<file path="config.mk">
export PLATFORM = sky130hd
export DESIGN_NAME = countdown_timer
export DESIGN_NICKNAME = d
export VERILOG_FILES = /design/src/rtl/countdown_timer.sv
export SDC_FILE = /design/constraint.sdc
export NUM_CORES = 1
export LEC_CHECK = 0
export CORE_ASPECT_RATIO = 1.4
export CORE_MARGIN = 2
export CORE_UTILIZATION = 43
export CTS_BUF_LIST = sky130_fd_sc_hd__clkbuf_8 sky130_fd_sc_hd__clkbuf_16
export DETAILED_ROUTE_END_ITERATION = 10
export DONT_BUFFER_PORTS = 1
export PLACE_DENSITY = 0.56
export RECOVER_POWER = 50
export SLEW_MARGIN = 20
export SYNTH_ARGS = -nofsm -noshare
export SYNTH_HDL_FRONTEND = slang
export SYNTH_SLANG_ARGS = --single-unit
</file>
<file path="constraint.sdc">
create_clock -name clk -period 4.6 [get_ports clk]
set_input_delay 1.38 -clock clk [delete_from_list [all_inputs] [get_ports clk]]
set_output_delay 1.38 -clock clk [all_outputs]
set_load 0.01 [all_outputs]
</file>
<file path="src/rtl/countdown_timer.sv">
// Loadable down-counter: start loads a value, count decrements once per PRESCALE
// clocks and done pulses for one cycle at zero; auto_reload makes it periodic.
module countdown_timer #(
  parameter int WIDTH    = 16,
  parameter int PRESCALE = 1
) (
  input  logic             clk,
  input  logic             reset_n,
  input  logic             start,
  input  logic [WIDTH-1:0] load_value,
  input  logic             auto_reload,
  input  logic             abort,
  output logic [WIDTH-1:0] count,
  output logic             busy,
  output logic             done
);

  localparam int PW = $clog2(PRESCALE + 1);

  typedef enum logic {IDLE, RUN} state_t;

  state_t           state;
  logic [PW-1:0]    presc;
  logic [WIDTH-1:0] reload_val;
  logic             periodic;
  logic             tick;

  assign tick = (presc == PW'(PRESCALE - 1));

  always_ff @(posedge clk or negedge reset_n) begin
    if (!reset_n) begin
      state      <= IDLE;
      count      <= '0;
      busy       <= 1'b0;
      done       <= 1'b0;
      presc      <= '0;
      reload_val <= '0;
      periodic   <= 1'b0;
    end else begin
      done <= 1'b0;
      case (state)
        IDLE: begin
          if (start && !abort) begin
            if (load_value != '0) begin
              count      <= load_value;
              reload_val <= load_value;
              periodic   <= auto_reload;
              presc      <= '0;
              state      <= RUN;
              busy       <= 1'b1;
            end else begin
              // Zero load expires immediately without entering RUN.
              done <= 1'b1;
            end
          end
        end
        RUN: begin
          if (abort) begin
            count <= '0;
            presc <= '0;
            state <= IDLE;
            busy  <= 1'b0;
          end else if (tick) begin
            presc <= '0;
            if (count > WIDTH'(1)) begin
              count <= count - 1'b1;
            end else begin
              // count is never 0 in RUN: the loaded value is always nonzero.
              done <= 1'b1;
              if (periodic) begin
                count <= reload_val;
              end else begin
                count <= '0;
                state <= IDLE;
                busy  <= 1'b0;
              end
            end
          end else begin
            presc <= presc + 1'b1;
          end
        end
        default: state <= IDLE;
      endcase
    end
  end

endmodule
</file>
# Yosys cells after proc, flatten, opt, wreduce, memory -nomap -nowiden
# Index checks and enable logic that the tools add are counted.
# totals
register_bits	37
latch_bits	0
mem_bits_rw	0
romBits	0
word_cells	55
mem_count	0
# op_classes
add_sub_neg	2
mul	0
div_mod_pow	0
magnitude_cmp	1
n_eq_ne	5
n_shift	0
n_mux	32
n_bitwise	1
n_reduce_logical	7
# op_table
operator	n
$mux W16	6
$pmux W16 S2	1
$mux W1	21
$gt A16 B1 Y1 const B	1
$reduce_bool A16 Y1	1
$sub A16 B1 Y16 const B	1
$ne A3 B3 Y1 const B	3
$pmux W1 S2	4
$reduce_and A3 Y1	2
$reduce_and A5 Y1	1
$ne A2 B2 Y1 const B	2
$reduce_and A2 Y1	1
$add A1 B1 Y1 const B	1
$logic_and A1 B1 Y1	1
$logic_not A1 Y1	1
$not A1 Y1	1

# Depth between registers and ports, before layout
# logic_depth
word_depth	5
mapped_depth	8

# Least setup slack after synthesis
# No wires, ideal clock.
# synth_timing
path_type	input to register
startpoint	input load_value[3]
endpoint	register reload_val[10]
setup_ns	0.125
arrival_time_ns	3.132
t_required_ns	4.475
setup_slack_ns	1.343
path_stages	5
n_path_buf	1
cell_sequence	or4_1 nor4_2 nor3_1 clkbuf_1 mux2_2
# synth_via
elab_chain_len	2
# synth_lines
element	line	text
start: declaration	10	input logic [WIDTH-1:0] load_value,
$reduce_bool A16 Y1	44	if (load_value != '0) begin
$reduce_and A3 Y1 (no source line)	n/a	
end signal: assignment	46	reload_val <= load_value;
end: declaration	24	logic [WIDTH-1:0] reload_val;
# Every way passes these cells.
# A chain may end at the register's enable or synchronous reset.

# Final worst setup path
# layout_timing
startpoint	input load_value[3]
endpoint	register count[10]
# layout_via
elab_chain_len	3
# layout_lines
element	line	text
$reduce_bool A16 Y1	44	
$ne A2 B2 Y1 (no source line)	n/a	
$reduce_and A3 Y1 (no source line)	n/a	
end signal: assignment	45	count <= load_value;
end signal: assignment	66	count <= count - 1'b1;
end signal: assignment	71	count <= reload_val;
end: declaration	13	output logic [WIDTH-1:0] count,
# Every way passes these cells.

==> flow_summary.yaml <==
run_status:
  status: "complete, no violations"
grt:
  grt_pass1_vias: 1869
  globalRouteOverflowTotal: 0
  grt_antenna_before_repair: 0
  grt_pass1_wl_mm: 9.60
  maximum_number_of_pins_on_one_net_before_global_route_repair: 37
  global_route_total_usage_across_every_layer: 0.226
timing:
  clock-skew-final_ns: 0.00609
  finalSetupTns_ns: 0
  fmax_mhz: 314
  finalSetupViolCount: 0
  worst_slew_pin_slew_ns: 0.940
  slew_violations: 0
  setup_repair_after_global_routing_missed_its_margin: "no"
  layout_setup_ws_ns: 1.42
  layout_min_cycle_time_ns: 3.18
  timing_hold_violations_final: 0
  hold_ws_ns: 0.518
  post-route-period-util: 0.692
  slew_headroom: 0.368
power:
  cellLeakagePower_nw: 0.862
  cell_area_power_density_nw_per_um2: 427
  worst_ir_drop_vdd_v: 0.000184
synth:
  synth-warning-count: 0
  synth.yosys.seq_area_share: 0.422
  netlist_area_um2: 2130
  synthesis.nets: 246
  synth-main-ff-cell: "sky130_fd_sc_hd__dfrtp_1"
  postSynthCellCount: 223
  synth-edff-count: 0
  synthArstFlopShare: 1.00
  synthesis.area_per_instance_um2: 9.57
  synthDistinctLibCells: 43
  ff_latch_count_synth: 36
floorplanning:
  core_um2: 4800
  ioPinCount: 39
  floorplan.die.height_um: 87.4
  initial_core_util: 0.444
  core.rowCount: 30
  die_w_um: 63.5
  die_area_um2: 5550
flow_run:
  maxCapViolations: 0
clock_network:
  clkTransAtPathRegs_ns: 0.07
  htree_levels: 2
  cts-buffers-inserted: 5
  clock_tree.root_cell: "sky130_fd_sc_hd__clkbuf_8"
  cts_max_path_buffers: 2
  cts_setup_buffers: 0
  cts_tree: "done"
  num_clock_sinks: 36
  clkLatencyLatePin_ns: 0.29
  cts_resized: 0
  count_of_hold_buffers_inserted_by_post_cts_repair: 0
worst_hold_path:
  min-delay-path-class: "reg2reg"
drt:
  dr_total_vias: 1757
  detail_routed_via_count_per_cell: 6.16
  drcViolationCount: 0
  final_antenna_net_count: 0
  finalWirelength_mm: 5.77
  wl_per_cell_um: 20.3
  initialDrtViolationCount: 85
  detail_route.first_pass.iterations: 4
finish:
  post_route_cells_drive_above_1_share: 0.154
  layout_commonest_cell: "sky130_fd_sc_hd__dfrtp_1"
  n_antenna_cell: 0
  final_cell_area_um2: 2280
  design.final.nets: 244
  most-common-layout-cells: "36 x sky130_fd_sc_hd__dfrtp_1, 19 x sky130_fd_sc_hd__a21oi_1, 19 x sky130_fd_sc_hd__mux2_2"
  syn_to_final_growth_pct: 6.68
setup_path:
  worstPathCellList: "or4_1 > o41a_1 > a21oi_1 > a2111oi_0 > a211oi_1"
  arrival_time_worst_endpoint_ns: 3.37
  timing.reg2reg.setup_slack_ns: 1.81
  critical_path.endpoint_type: "flop"
  critPathLaunchType: "input port"
  crit_fanout: 14
  timing.critical_path.required_ns: 4.79
  cpPeakStageDelay_ns: 0.73
  timing.setup.critical_path_class: "in2reg"
  worst_path_max_delay_cell: "sky130_fd_sc_hd__o41a_1"
place:
  postPlaceCellArea_um2: 2180
  detailed_place_hpwl_mm: 4.03
  io_buffer_count: 0
  placement.setup.worst_slack_ns: 0.981
  gpl.final_weighted_congestion: 0.839
power by group:
| group | switching (mW) | total [mW] | internal (mW) |
|---|---|---|---|
| clock network | 0.115 | 0.249 | 0.134 |
| registers | 0.116 | 0.500 | 0.384 |
| logic | 0.113 | 0.223 | 0.111 |
worst paths after layout:
check / startpoint / to / depth (start not counted)
worst max-delay path: load_value[3] / count[10] / 5
worst min-delay path: reload_val[4] / reload_val[4] / 1
worst max register to register: state / count[10] / 5
worst min register to register: reload_val[4] / reload_val[4] / 1
max in group asynchronous: reset_n / reload_val[3] / 0
min in group asynchronous: reset_n / count[1] / 0
cells in the mapped netlist, types with 2 or more instances:
library cell                number  share of area
sky130_fd_sc_hd__or4_1           8          0.028
sky130_fd_sc_hd__nor2b_1         2         0.0059
sky130_fd_sc_hd__a21oi_1        19          0.045
sky130_fd_sc_hd__inv_1          13          0.023
sky130_fd_sc_hd__clkbuf_1        7          0.012
sky130_fd_sc_hd__or3_1           2         0.0059
sky130_fd_sc_hd__xnor2_1         4          0.016
sky130_fd_sc_hd__ha_1            2          0.012
sky130_fd_sc_hd__dfrtp_1        36           0.42
sky130_fd_sc_hd__o21ai_0         4         0.0094
sky130_fd_sc_hd__o41a_1          2          0.011
sky130_fd_sc_hd__a31oi_1         2         0.0059
sky130_fd_sc_hd__mux2i_1         5          0.023
sky130_fd_sc_hd__mux2_2         19           0.10
sky130_fd_sc_hd__a2111oi_0       3          0.012
sky130_fd_sc_hd__nor2_1         16          0.028
sky130_fd_sc_hd__a211o_1         3          0.012
sky130_fd_sc_hd__nand2b_1        3         0.0088
sky130_fd_sc_hd__a211oi_1        6          0.021
sky130_fd_sc_hd__nand2_1        17          0.030
sky130_fd_sc_hd__nor3_1          8          0.019
sky130_fd_sc_hd__nand4_1         3         0.0088
sky130_fd_sc_hd__nor4_2          2          0.012
sky130_fd_sc_hd__xor2_1          4          0.016
sky130_fd_sc_hd__nand3_1         3         0.0070
sky130_fd_sc_hd__o22ai_1         6          0.018
sky130_fd_sc_hd__o32a_1          2         0.0094
sky130_fd_sc_hd__o31ai_1         4          0.014
sky130_fd_sc_hd__nor4_1          4          0.012
flip-flops by register name, indices dropped and copies added (netlist names):
signal      count
reload_val     16
count          16
busy            1
done            1
state           1
periodic        1
metal layers:
layer | GRT usage | share of wire | up-vias
li1 | - | - | 818
met5 | 0 | 0 | -
met3 | 0.0517 | 0.070 | 11
met4 | 0.0791 | 0.019 | 0
met1 | 0.279 | 0.41 | 860
met2 | 0.388 | 0.50 | 68
final cells by class:
type	instances	area, um2
fill	497	2530
multi-input combinational	164	1140
sequential	36	901
clock buffer	7	96.3
tap	64	80.1
inverter	13	48.8
timing repair buffer	1	7.51
metrics by stage:
step / instances / power (mW) / util
after floorplan: 223 / 0.661 / -
after global placement: 278 / 0.718 / 0.454
after detailed placement: 278 / 0.727 / 0.454
after CTS: 285 / 0.974 / 0.474
after global routing: 285 / 1.03 / 0.474
final: 285 / 0.972 / 0.474
cell families after synthesis:
| kind of cell | count (synthesis) | share of synthesized area |
|---|---|---|
| AO/OA/AOI/OAI | 56 | 0.176 |
| XOR/XNOR | 8 | 0.0328 |
| adder cells (fa/ha/maj) | 2 | 0.0117 |
| buffers and inverters | 23 | 0.0445 |
| flip-flops | 36 | 0.422 |
| multiplexers | 24 | 0.124 |
| AND/OR/NAND/NOR | 74 | 0.189 |
worst max-delay path: cells and delay by family:
family             cells  cell delay (ns)
AOI/OAI and AO/OA      4             1.40
and+or+nand+nor        1             0.57
Note: power is estimated with default switching activity, not from simulation.
